### config.mk
export PLATFORM = sky130hd
export DESIGN_NAME = zuma_config_loader
export DESIGN_NICKNAME = d
export VERILOG_FILES = /design/src/rtl/zuma_config_loader.sv
export SDC_FILE = /design/constraint.sdc
export NUM_CORES = 1
export LEC_CHECK = 0
export BUFFER_PORTS_ARGS = -buffer_cell sky130_fd_sc_hd__buf_2
export CAP_MARGIN = 15
export CORE_MARGIN = 2
export CORE_UTILIZATION = 57
export DETAILED_ROUTE_END_ITERATION = 10
export PLACE_DENSITY = 0.81
export SLEW_MARGIN = 20
export SYNTH_ARGS = -nofsm -noshare
export SYNTH_HDL_FRONTEND = slang
export SYNTH_SLANG_ARGS = --single-unit
### constraint.sdc
create_clock -name clk -period 3.2 [get_ports clk]
set_clock_uncertainty 0.05 [all_clocks]
set_input_delay 0.48 -clock clk [delete_from_list [all_inputs] [get_ports clk]]
set_output_delay 0.48 -clock clk [all_outputs]
set_load 0.01 [all_outputs]
### src/rtl/zuma_config_loader.sv
// zuma_config_loader
//   Streams a configuration image from a synchronous ROM into the ZUMA fabric
//   config port. A start pulse walks ROM addresses 0..DEPTH-1. Each returned
//   word goes out with its fabric address and a write strobe. The word is
//   bit-reversed when REVERSE is non-zero. An additive checksum of the raw ROM
//   words is compared with a reference value that is latched at start.
//
// Ports
//   clk, reset      clock, synchronous active-high reset
//   start           begin a load (accepted only in IDLE or DONE)
//   hold            suppress new ROM address issue while in LOAD
//   expected_sum    reference checksum, latched on accepted start
//   rom_addr        ROM read address (holds when nothing is issued)
//   rom_q           ROM data, valid ROM_LAT cycles after rom_addr
//   cfg_data/addr   registered fabric config word and address
//   cfg_en          registered fabric write strobe
//   busy, done      LOAD/DRAIN, DONE status
//   sum_ok          checksum match, meaningful while done=1
//   words_written   cfg_en pulses since the last accepted start
module zuma_config_loader #(
  parameter int unsigned     DATA_W  = 32,
  parameter int unsigned     ADDR_W  = 32,
  parameter longint unsigned DEPTH   = 1024,
  parameter int unsigned     ROM_LAT = 1,
  parameter int unsigned     REVERSE = 1
) (
  input  logic              clk,
  input  logic              reset,
  input  logic              start,
  input  logic              hold,
  input  logic [DATA_W-1:0] expected_sum,
  output logic [ADDR_W-1:0] rom_addr,
  input  logic [DATA_W-1:0] rom_q,
  output logic [DATA_W-1:0] cfg_data,
  output logic [ADDR_W-1:0] cfg_addr,
  output logic              cfg_en,
  output logic              busy,
  output logic              done,
  output logic              sum_ok,
  output logic [ADDR_W-1:0] words_written
);

  // The issue counter carries one extra bit so that DEPTH = 2^ADDR_W can be
  // represented without wrapping before the last address.
  localparam logic [ADDR_W:0]   LAST_ISSUE = (ADDR_W+1)'(DEPTH - 1);
  localparam logic [ADDR_W-1:0] LAST_ADDR  = LAST_ISSUE[ADDR_W-1:0];

  typedef enum logic [1:0] {
    IDLE,
    LOAD,
    DRAIN,
    DONE
  } state_t;

  state_t state_q, state_d;

  logic [ADDR_W:0]   cnt_q;
  logic [ADDR_W-1:0] rom_addr_q;
  logic [DATA_W-1:0] cfg_data_q;
  logic [ADDR_W-1:0] cfg_addr_q;
  logic              cfg_en_q;
  logic [ADDR_W-1:0] ww_q;
  logic [DATA_W-1:0] acc_q;
  logic [DATA_W-1:0] exp_q;
  logic              sum_ok_q;

  // Stage 0 is aligned with rom_addr. Stage ROM_LAT is aligned with the rom_q
  // word that answers it.
  logic              pv_q [ROM_LAT+1];
  logic [ADDR_W-1:0] pa_q [ROM_LAT+1];

  logic              accept;
  logic              issue;
  logic [DATA_W-1:0] wr_data;

  function automatic logic [DATA_W-1:0] reverse_bits(input logic [DATA_W-1:0] w);
    logic [DATA_W-1:0] r;
    r = '0;
    for (int unsigned i = 0; i < DATA_W; i++) begin
      r[DATA_W-1-i] = w[i];
    end
    return r;
  endfunction

  always_comb begin
    accept  = start && (state_q == IDLE || state_q == DONE);
    issue   = (state_q == LOAD) && !hold;
    wr_data = (REVERSE != 0) ? reverse_bits(rom_q) : rom_q;
  end

  always_comb begin
    state_d = state_q;
    unique case (state_q)
      IDLE, DONE: if (start) state_d = LOAD;
      LOAD:       if (issue && cnt_q == LAST_ISSUE) state_d = DRAIN;
      DRAIN:      if (cfg_en_q && cfg_addr_q == LAST_ADDR) state_d = DONE;
      default:    state_d = IDLE;
    endcase
  end

  always_ff @(posedge clk) begin
    if (reset) state_q <= IDLE;
    else       state_q <= state_d;
  end

  always_ff @(posedge clk) begin
    if (reset) begin
      cnt_q      <= '0;
      rom_addr_q <= '0;
      cfg_data_q <= '0;
      cfg_addr_q <= '0;
      cfg_en_q   <= 1'b0;
      ww_q       <= '0;
      acc_q      <= '0;
      exp_q      <= '0;
      sum_ok_q   <= 1'b0;
      for (int unsigned k = 0; k <= ROM_LAT; k++) begin
        pv_q[k] <= 1'b0;
        pa_q[k] <= '0;
      end
    end else begin
      if (accept) begin
        cnt_q    <= '0;
        acc_q    <= '0;
        ww_q     <= '0;
        exp_q    <= expected_sum;
        sum_ok_q <= 1'b0;
      end else if (state_q == DRAIN && state_d == DONE) begin
        sum_ok_q <= (acc_q == exp_q);
      end

      // Issue side: the pipeline shifts every cycle, so words already in
      // flight still complete while hold is high.
      pv_q[0] <= issue;
      if (issue) begin
        rom_addr_q <= cnt_q[ADDR_W-1:0];
        pa_q[0]    <= cnt_q[ADDR_W-1:0];
        cnt_q      <= cnt_q + 1'b1;
      end
      for (int unsigned k = 1; k <= ROM_LAT; k++) begin
        pv_q[k] <= pv_q[k-1];
        pa_q[k] <= pa_q[k-1];
      end

      // Write side
      cfg_en_q <= pv_q[ROM_LAT];
      if (pv_q[ROM_LAT]) begin
        cfg_data_q <= wr_data;
        cfg_addr_q <= pa_q[ROM_LAT];
        ww_q       <= ww_q + 1'b1;
        acc_q      <= acc_q + rom_q;
      end
    end
  end

  assign rom_addr      = rom_addr_q;
  assign cfg_data      = cfg_data_q;
  assign cfg_addr      = cfg_addr_q;
  assign cfg_en        = cfg_en_q;
  assign busy          = (state_q == LOAD) || (state_q == DRAIN);
  assign done          = (state_q == DONE);
  assign sum_ok        = sum_ok_q;
  assign words_written = ww_q;

endmodule

---- Word-level counts from Yosys, hierarchy flattened ----
Memory sizes are Yosys's and may differ from the RTL's. A register that Yosys moved wholly into a read port is not among the register bits.
Cells that the tools add are included.
word-level totals
  bits in writable memories ............... 66
  bits in registers ....................... 197
  output and inout bits ................... 132
  memories kept ........................... 2
  input bits .............................. 68
cells by class
  bitwise logic cells ..................... 4
  reduce and logical (&&, ||, !) cells .... 13
  $add $sub $neg .......................... 3
  multiplexer cells ....................... 19
  equality and inequality tests ........... 7
memory list
  name  words  bits a word  read ports  clocked after memory_dff  wr ports  line  text
  pa_q  2      32           2           1                         2         70    logic [ADDR_W-1:0] pa_q [ROM_LAT+1];
  pv_q  2      1            2           0                         2         69    logic pv_q [ROM_LAT+1];
operators by type and width
  cell                                                               number
  32-bit 2-to-1 mux                                                  5
  33-bit 2-to-1 mux                                                  2
  33-bit by 1-bit adder with 33-bit output, second input constant    1
  33-bit by 10-bit == test with 1-bit output, second input constant  1
  32-bit by 1-bit adder with 32-bit output, second input constant    1
  32-bit adder                                                       1
  32-bit by 10-bit == test with 1-bit output, second input constant  1
  32-bit == test                                                     1
  1-bit 2-to-1 mux                                                   8
  2-bit == test, second input constant                               3
  2-bit 2-to-1 mux                                                   3
  2-bit one-hot mux with 3 select lines                              1
  1-bit logical AND                                                  5
  1-bit OR                                                           4
  2-bit nonzero test                                                 2
  2-bit OR reduction                                                 2
  2-bit by 1-bit == test with 1-bit output, second input constant    1
  2-bit logical NOT                                                  1
  1-bit logical OR                                                   2
  1-bit logical NOT                                                  1

---- Depth between registers and ports, before layout ----
Gate-level depths: netlist (run 1).
  depth after elaboration ................. 7
  depth in mapped cells ................... 13
  mapped depth without buffers ............ 13

---- Worst setup path before layout (run 1) ----
Ideal clock, no wire load.
  path kind ............................... input to register
  start point ............................. input port rom_q[0]
  end point ............................... register acc_q[30]
  stages on the path ...................... 13
  library setup time ...................... 0.062 ns
  data required time ...................... 3.088 ns
  arrival ................................. 2.794 ns
  buffers on the path ..................... 0
  setup slack ............................. 0.294 ns
  cell sequence ........................... ha_1 > inv_1 > fa_1 > nor2b_1 > o21ai_1 > a21oi_1 > o211ai_4 > a21boi_2 > o211ai_2 > a311oi_2 > o211ai_1 > a2111o_1 > nand3_1
between the ends
  longest elaborated chain between the ends .. 2
ends and longest elaborated chain
  what                    line  text
  start: declaration      33    input logic [DATA_W-1:0] rom_q,
  32-bit adder            151   acc_q <= acc_q + rom_q;
  32-bit 2-to-1 mux       147   if (pv_q[ROM_LAT]) begin
  end signal: assignment  151
  end: declaration        63    logic [DATA_W-1:0] acc_q;
No other way between the ends.
A chain may end at the register's enable or synchronous reset.

---- Worst setup path in the final report (run 1) ----
  start point ............................. register acc_q[0]
  end point ............................... register acc_q[30]
between the ends
  longest elaborated chain between the ends .. 2
ends and longest elaborated chain
  what               line
  32-bit adder       151
  32-bit 2-to-1 mux  147
No other way between the ends.

==> impl_metrics.yaml, run 1 <==
outcome:
  run_status: "complete, no violations"
sta:
  final.min_clock_period_ns: 3.01
  maxSlewViolCount: 0
  timing_worst_slew_pin_value_ns: 0.967
  setup_viol_count_final: 0
  max_clock_freq_mhz: 332
  totalNegativeSetupSlack_ns: 0
  rsz_0062_raised_after_global_routing: "true"
  timing.max_slew.rel_slack_pct: 35.5
  report.final.hold_viol_count: 0
  period_share_pct: 94.2
clock_network:
  insertion_delay_ns: 0.57
  ctsResizeCount: 0
  cts_tree: "yes"
  cts.hold.buffers_added: 0
  ctsHtreeMaxLevel: 1
  post-cts-setup-buffers: 0
  max-clock-path-buffers: 3
  tritoncts.num_buffers: 31
  clockRootBuffer: "sky130_fd_sc_hd__clkbuf_16"
  clock_sink_count: 295
  clock_transition_at_path_regs_ns: 0.06
place:
  routabilityCongestion: 0.897
  portBuffers: 199
  detailed_place_hpwl_microns: 22400
  placed_cell_area_sq_mm: 0.0147
  placed_cells: 1964
power:
  worst_ir_drop_vdd_mv: 0.411
  total_leakage_power_uw: 0.00655
  total_power_uw: 8190
  p_per_area_mw_per_mm2: 519
logic_synthesis:
  combinational_family_with_the_most_area_after_synthesis: "simple AND/OR/NAND/NOR gates"
  synth-seq-area-share_pct: 49.2
  area_fraction_in_compound_gates_after_synthesis_pct: 12.2
  synthesis.area_sq_mm: 0.0133
  synth_top_cells_by_area: "sky130_fd_sc_hd__dfxtp_1 (35%), sky130_fd_sc_hd__edfxtp_1 (14%), sky130_fd_sc_hd__nand2_1 (6.6%)"
  synth.area.mux_share_pct: 5.73
  async_reset_ff_share_pct: 0
  yosys_warnings: 0
  synthesis.instances: 1479
  synth.top_cells.by_count: "sky130_fd_sc_hd__nand2_1 (235), sky130_fd_sc_hd__dfxtp_1 (231), sky130_fd_sc_hd__nor2_1 (175)"
  synth_cell_type_count: 72
  synth-edff-count: 64
  post-synth-top-count-cell: "sky130_fd_sc_hd__nand2_1"
  syn-mean-instance-area_sq_um: 9.00
  yosys_register_bits: 295
  yosys.area_share.simple_pct: 21.8
  yosys.area.top_type: "sky130_fd_sc_hd__dfxtp_1"
  yosys_most_used_dff: "sky130_fd_sc_hd__dfxtp_1"
  yosys.area.top_type_share_pct: 34.7
  adder_cell_fraction_of_synth_area_pct: 3.53
  synthXorXnorAreaFrac_pct: 4.54
floorplanning:
  fp.coreArea_sq_mm: 0.0228
  die_x_microns: 157
  io_pins: 200
  placementRows: 55
  start_util_pct: 58.5
  dieArea_sq_mm: 0.0246
  die-height_microns: 157
critical_path:
  max_stage_delay_ns: 0.42
  worstReg2RegStart: "acc_q[0]"
  criticalPathCategory: "reg2reg"
  timing.critical_path.slowest_stage_cell: "sky130_fd_sc_hd__a2111o_1"
  worst_ep_arrival_time_ns: 3.47
  maximum_fanout_count_along_the_critical_path: 3
  worst_setup_path_end_kind: "register"
  critical_path.cell_chain: "ha_2, inv_1, fa_1, nor2b_1, o21ai_1, a21oi_1, buf_4, o211ai_4, a21boi_4, o211ai_2, a311oi_2, o211ai_1, a2111o_1, nand3_1"
  worstSetupStartpointType: "register"
  required_ns: 3.66
  worst_setup_path_startpoint: "acc_q[0]"
layout:
  flow.area_growth_from_synthesis_pct: 18.5
  seq_area_sq_mm: 0.00655
  num-fill-cells: 1811
  multi_input_area_sq_mm: 0.00652
  layout.cells.non_filler: 2024
  fin_area_sq_mm: 0.0158
  net_count_reported_at_finish: 1789
  drive_above_1_share_pct: 18.1
  final_core_density_pct: 69.3
routing:
  finalWirelength_microns: 32400
  routed-via-count: 11200
  dr.pass1.iters: 6
  drc: 0
  average_vias_per_placed_instance: 5.51
  dr.first_iter.drc_count: 956
  route.detailed.wl_per_inst_microns: 16.0
  postRouteAntennaNets: 0
global_routing:
  grt_pass1_wl_microns: 51900
  total_global_routing_overflow: 0
  grt_start_max_net_pins: 77
  first_global_vias: 10400
  antenna_found_initial: 2
  total_track_usage_pct: 25.9
hold_path:
  tightest_hold_check_type: "in2reg"
  hp_start: "expected_sum[22]"
flow_run:
  maxCapViolCount: 0
kinds of logic (layout without fill, tap and decap cells):
group | after synthesis | in the layout
compound gates | 268 | 268
xor+xnor | 69 | 69
fa+ha+maj | 37 | 37
buf+inv | 99 | 298
flops | 295 | 295
mux | 75 | 75
other cells | 1 | 34
simple gates | 635 | 635
where the power goes:
| group | leakage, uW | switching (uW) | internal (uW) |
|---|---|---|---|
| clock | 0.000531 | 1480 | 2210 |
| combinational | 0.00349 | 362 | 185 |
| sequential | 0.00253 | 47.0 | 3900 |
| total | 0.00655 | 1890 | 6290 |
placed cells by master (no fill, tap or decap), types with 10 or more instances in the layout:
cell type / synthesis / final
sky130_fd_sc_hd__dfxtp_1: 231 / 229
sky130_fd_sc_hd__inv_1: 19 / 19
sky130_fd_sc_hd__nor2_1: 175 / 175
sky130_fd_sc_hd__clkbuf_16: 0 / 32
sky130_fd_sc_hd__nand2_1: 235 / 234
sky130_fd_sc_hd__o31ai_1: 14 / 14
sky130_fd_sc_hd__nand2b_1: 15 / 15
sky130_fd_sc_hd__xnor2_1: 34 / 34
sky130_fd_sc_hd__a21o_1: 15 / 15
sky130_fd_sc_hd__buf_4: 1 / 22
sky130_fd_sc_hd__a21oi_1: 128 / 128
sky130_fd_sc_hd__conb_1: 1 / 32
sky130_fd_sc_hd__mux2i_1: 65 / 65
sky130_fd_sc_hd__nand4_1: 20 / 20
sky130_fd_sc_hd__nand3_1: 45 / 45
sky130_fd_sc_hd__nor4_1: 19 / 19
sky130_fd_sc_hd__buf_2: 2 / 198
sky130_fd_sc_hd__edfxtp_1: 64 / 64
sky130_fd_sc_hd__nor3_1: 14 / 14
sky130_fd_sc_hd__mux2_2: 10 / 10
sky130_fd_sc_hd__xor2_1: 35 / 35
sky130_fd_sc_hd__and3_1: 13 / 13
sky130_fd_sc_hd__ha_1: 36 / 35
sky130_fd_sc_hd__nor2b_1: 65 / 64
sky130_fd_sc_hd__o21ai_0: 45 / 45
registers in the layout, indices dropped and copies added (netlist names), 32 cells and up:
name           cells
words_written     32
cfg_data          32
cnt_q             33
cfg_addr          32
acc_q             32
rom_addr          32
exp_q             32
pa_q              64
per-layer routing:
metal  GRT usage (%)  share of wire (%)  vias to the layer above
met5               0                  0                        -
met4            7.12                2.2                        0
met3            3.99                6.1                       55
met2            41.5                 46                      373
met1            36.4                 45                     5246
li1                -                  -                     5488
worst max-delay path, delay by kind of cell, from the launching register on:
family | cells | cell delay (ns)
AO/OA/AOI/OAI | 8 | 1.57
AND/OR/NAND/NOR | 2 | 0.20
adder cells (fa/ha/maj) | 2 | 0.57
flip-flops | 1 | 0.35
buffers and inverters | 2 | 0.20
path summary, 6_finish.rpt:
kind / end / slack (ns) / cells past startpoint
setup / recovery: acc_q[30] / 0.19 / 14
hold / removal: exp_q[22] / 0.09 / 3
setup reg to reg: acc_q[30] / 0.19 / 14
hold reg to reg: pv_q[0][1] / 0.40 / 1
final cells by class:
class                   instances  area share, %
clock inverters                16           1.09
inverters                      19          0.452
well taps                     313           2.48
flip-flops and latches        295           41.5
clock buffers                  42           5.69
diodes                          2         0.0317
multi-input cells            1116           41.3
repair buffers                221           7.42
stage by stage:
step | hold slack (ns) | setup slack (ns)
CTS | 0.0824 | 0.102
finish | 0.0941 | 0.186
global route | 0.0824 | -0.0428
detailed placement | 0.393 | -0.0844
global placement | 0.379 | 0.0148
floorplan | 0.364 | 0.294
Note: power is estimated with default switching activity, not from simulation.
==> run 2, diff against run 1 <==
- clock period: 3.2 -> 3.35 ns (I/O delays scaled with it)
==> impl_metrics.yaml, run 2 (synthesis gave the netlist of run 1 again) <==
critical_path:
  criticalPathCategory: "reg2reg"
  worst_setup_path_end_kind: "register"
  r2r_setup_slack_ns: 0.25
  timing.critical_path.slowest_stage_cell: "sky130_fd_sc_hd__a2111o_1"
  critical_path.reg2reg.endpoint: "acc_q[30]"
  critical_path.cell_chain: "ha_1, inv_1, fa_1, nor2b_1, o21ai_1, a21oi_1, buf_4, o211ai_4, a21boi_2, o211ai_2, a311oi_2, o211ai_1, a2111o_1, nand3_1"
  maximum_fanout_count_along_the_critical_path: 3
  worst_ep_arrival_time_ns: 3.54
  worstReg2RegStart: "acc_q[0]"
  max_stage_delay_ns: 0.43
  worstRegToRegCells: 14
  worstSetupStartpointType: "register"
  required_ns: 3.79
power:
  power.net_switching_uw: 1740
  worst_ir_drop_vdd_mv: 0.370
  total_leakage_power_uw: 0.00648
  power.clock.fraction_pct: 43.0
  power.internal_uw: 5780
  switching_share_pct: 23.1
  share_comb_of_total_power_pct: 6.9
  p_per_area_mw_per_mm2: 481
  sequentialPowerShare_pct: 50.1
routing:
  routed-via-count: 11200
  finalWirelength_microns: 32500
  average_vias_per_placed_instance: 5.57
  postRouteAntennaNets: 0
  route.detailed.wl_per_inst_microns: 16.1
  dr.first_iter.drc_count: 1000
  drc: 0
  dr.pass1.iters: 7
layout:
  net_count_reported_at_finish: 1786
  layout.cells.most_common_list: "sky130_fd_sc_hd__nand2_1 (234), sky130_fd_sc_hd__dfxtp_1 (230), sky130_fd_sc_hd__buf_2 (198)"
  multi_input_area_sq_mm: 0.00650
  drive_above_1_share_pct: 17.4
  seq_area_sq_mm: 0.00655
  num_antenna_cells: 0
  top_register: "pa_q"
  top_flop_regs: "pa_q: 64 flops, cnt_q: 33 flops"
  num-fill-cells: 1830
  final_common_cell: "sky130_fd_sc_hd__nand2_1"
  flow.area_growth_from_synthesis_pct: 17.4
  final_core_density_pct: 68.6
  largest_register_ff_count: 64
clock_network:
  ctsResizeCount: 0
  cts_tree: "yes"
  clockRootBuffer: "sky130_fd_sc_hd__clkbuf_16"
  tritoncts.num_buffers: 30
  insertion_delay_ns: 0.56
  max-clock-path-buffers: 3
  clock_transition_at_path_regs_ns: 0.06
  cts.hold.buffers_added: 0
  clock_sink_count: 295
  post-cts-setup-buffers: 0
  ctsHtreeMaxLevel: 1
global_routing:
  antenna_found_initial: 0
  total_track_usage_pct: 25.8
  total_global_routing_overflow: 0
  grt_start_max_net_pins: 83
  grt_pass1_wl_microns: 51700
  first_global_vias: 10300
floorplanning:
  start_util_pct: 58.5
  die_x_microns: 157
  io_pins: 200
  dieArea_sq_mm: 0.0246
  die-height_microns: 157
  placementRows: 55
  fp.coreArea_sq_mm: 0.0228
hold_path:
  hp_start: "expected_sum[5]"
  whs_endpoint: "exp_q[5]"
  tightest_hold_check_type: "in2reg"
  min_delay_path_depth: 3
sta:
  setup_viol_count_final: 0
  worst_slack_ns: 0.250
  period_share_pct: 92.5
  timing_worst_slew_pin_value_ns: 0.830
  totalNegativeSetupSlack_ns: 0
  report.final.hold_viol_count: 0
  final.min_clock_period_ns: 3.10
  max_clock_freq_mhz: 323
  rsz_0062_raised_after_global_routing: "false"
  timing.max_slew.rel_slack_pct: 44.7
  maxSlewViolCount: 0
place:
  routabilityCongestion: 0.906
  portBuffers: 199
  detailed_place_hpwl_microns: 22500
  worst_setup_timing_slack_at_the_placement_stage_ns: 0.0708
outcome:
  run_status: "complete, no violations"
flow_run:
  maxCapViolCount: 0
[run 2: cell count changes in the layout (fill, tap and decap cells not counted), moves of 2 or more]
cell and change:
sky130_fd_sc_hd__buf_4 -2, sky130_fd_sc_hd__diode_2 -2, sky130_fd_sc_hd__bufinv_16 -3, sky130_fd_sc_hd__clkbuf_1 +3
sky130_fd_sc_hd__clkinv_2 -5
[run 2: worst max-delay path, delay by kind of cell, from the launching register on]
family	cells	cell delay, ns
flops	1	0.36
fa+ha+maj	2	0.62
compound gates	8	1.59
buf+inv	2	0.22
simple gates	2	0.20
[run 2: through the flow]
| step | hold WS (ns) | area, sq um | cells | total power, uW |
|---|---|---|---|---|
| final | 0.145 | 15600 | 2015 | 7520 |
| after global routing | 0.137 | 15600 | 2015 | 7770 |
| after CTS | 0.123 | 15600 | 2015 | 7560 |
| after detailed placement | 0.384 | 14700 | 1962 | 4360 |
| after global placement | 0.385 | 14700 | 1962 | 4350 |
| after floorplan | 0.364 | 13400 | 1510 | 4180 |
[run 2: worst max-delay path by stage]
stage	startpoint	end	slack, ns	cells past startpoint
global route	acc_q[0]	acc_q[30]	0.07	14
global placement	rom_q[0]	acc_q[30]	0.10	15
finish	acc_q[0]	acc_q[30]	0.25	14
detailed placement	rom_q[0]	acc_q[30]	0.07	15
CTS	acc_q[0]	acc_q[30]	0.28	14
floorplan	rom_q[0]	acc_q[30]	0.42	13
[run 2: power by group through the flow]
stage	clock [uW]	combinational, uW	sequential (uW)
2_1_floorplan	0	340	3840
3_3_place_gp	0	503	3840
3_5_place_dp	0	511	3850
4_1_cts	3270	517	3770
5_1_grt	3420	573	3780
6_report	3230	522	3770
[run 2: cell type report]
type	count	share of cell area, %
Sequential cell	295	41.9
Clock inverter	7	0.288
Tap cell	313	2.50
Multi-Input combinational cell	1116	41.6
Timing Repair Buffer	219	7.39
Inverter	19	0.456
Clock buffer	46	5.91
[run 2: layer usage]
| metal | GRT usage [%] | part of all wire, % | vias up | routed length [microns] |
|---|---|---|---|---|
| met5 | 0 | 0 | - | 0 |
| met4 | 7.03 | 1.9 | 0 | 617 |
| met3 | 3.90 | 7.0 | 44 | 2260 |
| met2 | 41.8 | 47 | 399 | 15200 |
| met1 | 36.3 | 44 | 5302 | 14500 |
| li1 | - | - | 5477 | - |
==> run 3, diff against run 2 <==
--- a/config.mk
+++ b/config.mk
@@ -12,4 +12,5 @@
 export DETAILED_ROUTE_END_ITERATION = 10
 export PLACE_DENSITY = 0.81
+export REMOVE_ABC_BUFFERS = 1
 export SLEW_MARGIN = 20
 export SYNTH_ARGS = -nofsm -noshare
--- a/constraint.sdc
+++ b/constraint.sdc
@@ -3,3 +3,3 @@
 set_input_delay 0.5025 -clock clk [delete_from_list [all_inputs] [get_ports clk]]
 set_output_delay 0.5025 -clock clk [all_outputs]
-set_load 0.01 [all_outputs]
+set_load 0.1 [all_outputs]
==> impl_metrics.yaml, run 3 (synthesis gave the netlist of run 1 again) <==
outcome:
  run_status: "complete, no violations"
sta:
  max_clock_freq_mhz: 325
  setup_viol_count_final: 0
  period_share_pct: 91.7
  rsz_0062_raised_after_global_routing: "false"
  worst_slack_ns: 0.278
  timing.max_slew.rel_slack_pct: 31.9
  timing_worst_slew_pin_value_ns: 1.02
  whs_ns: 0.136
  maxSlewViolCount: 0
  report.final.hold_viol_count: 0
  final.min_clock_period_ns: 3.07
floorplanning:
  fp.coreArea_sq_mm: 0.0228
  dieArea_sq_mm: 0.0246
  io_pins: 200
  die-height_microns: 157
  die_x_microns: 157
  start_util_pct: 58.5
  placementRows: 55
layout:
  num-fill-cells: 1772
  flow.area_growth_from_synthesis_pct: 18.3
  largest_register_ff_count: 64
  drive_above_1_share_pct: 17.7
  top_flop_regs: "pa_q: 64 flops, cnt_q: 33 flops"
  top_register: "pa_q"
  layout.cells.most_common_list: "sky130_fd_sc_hd__nand2_1 (234), sky130_fd_sc_hd__dfxtp_1 (230), sky130_fd_sc_hd__buf_2 (198)"
  net_count_reported_at_finish: 1779
  final_common_cell: "sky130_fd_sc_hd__nand2_1"
  layout.cells.non_filler: 2013
global_routing:
  grt_start_max_net_pins: 118
  total_global_routing_overflow: 0
  first_global_vias: 10500
  grt_pass1_wl_microns: 51000
  antenna_found_initial: 2
  total_track_usage_pct: 25.6
critical_path:
  criticalPathCategory: "reg2reg"
  timing.critical_path.slowest_stage_cell: "sky130_fd_sc_hd__a2111o_1"
  maximum_fanout_count_along_the_critical_path: 3
  required_ns: 3.80
  worstSetupStartpointType: "register"
  max_stage_delay_ns: 0.42
  worst_ep_arrival_time_ns: 3.52
  critical_path.top_delay_family: "compound AO/OA/AOI/OAI gates"
  crit_buf_inv: 1
  worst_setup_path_end_kind: "register"
  critical_path.cell_chain: "ha_1, inv_1, fa_1, nor2b_1, o21ai_1, a21oi_2, o211ai_4, a21boi_2, o211ai_2, a311oi_2, o211ai_1, a2111o_1, nand3_1"
routing:
  route.detailed.wl_per_inst_microns: 15.7
  average_vias_per_placed_instance: 5.51
  drc: 0
  postRouteAntennaNets: 0
  dr.first_iter.drc_count: 749
  finalWirelength_microns: 31600
  dr.pass1.iters: 7
  routed-via-count: 11100
clock_network:
  insertion_delay_ns: 0.55
  clock_transition_at_path_regs_ns: 0.06
  ctsResizeCount: 0
  post-cts-setup-buffers: 0
  cts_tree: "yes"
  max-clock-path-buffers: 3
  clockRootBuffer: "sky130_fd_sc_hd__clkbuf_16"
  cts.hold.buffers_added: 0
  tritoncts.num_buffers: 30
  ctsHtreeMaxLevel: 1
  clock_sink_count: 295
place:
  placed_cells: 1955
  worst_setup_timing_slack_at_the_placement_stage_ns: 0.0345
  detailed_place_hpwl_microns: 21600
  portBuffers: 199
  routabilityCongestion: 0.916
power:
  p_per_area_mw_per_mm2: 512
  total_leakage_power_uw: 0.00653
  total_power_uw: 8070
  worst_ir_drop_vdd_mv: 0.369
hold_path:
  tightest_hold_check_type: "in2reg"
flow_run:
  maxCapViolCount: 0
## run 3: worst min-delay path: stages
cell                      delay (ns)
sky130_fd_sc_hd__buf_2          0.10
sky130_fd_sc_hd__nand2_1        0.04
sky130_fd_sc_hd__a21oi_1        0.05
## run 3: where the power goes
part           total, uW  switching (uW)  internal, uW
Sequential          3770            44.6          3720
Clock               3710            1400          2310
Combinational        601             426           174
## run 3: worst paths after layout
check | startpoint | endpoint | slack (ns) | cells past startpoint
min | expected_sum[24] | exp_q[24] | 0.14 | 3
max reg2reg | acc_q[0] | acc_q[30] | 0.28 | 13
min reg2reg | pv_q[0][0] | pv_q[0][1] | 0.39 | 1
max | acc_q[0] | acc_q[30] | 0.28 | 13
## run 3: final cells by class
cell class                      count  area, sq um  area share, %
Antenna cell                        2         5.00         0.0318
Clock buffer                       42          887           5.63
Clock inverter                     14          235           1.49
Inverter                           19         71.3          0.453
Multi-Input combinational cell   1116         6500           41.3
Sequential cell                   295         6550           41.6
Tap cell                          313          392           2.48
Timing Repair Buffer              212         1110           7.07
## run 3: stage by stage
step	utilization, %	setup TNS [ns]	cell area (sq um)
after floorplan	-	-84.42	13100
after global placement	64.2	0	14600
after detailed placement	64.2	0	14600
after CTS	69.2	0	15800
after global routing	69.2	0	15800
final	69.2	0	15800
## run 3: per-layer routing
metal | vias to the layer above | track usage [%] | wire length, microns
met5 | - | 0 | 0
met2 | 365 | 43.3 | 15100
met1 | 5176 | 32.9 | 13300
met3 | 67 | 3.49 | 2020
met4 | 0 | 10.7 | 1130
li1 | 5475 | - | -
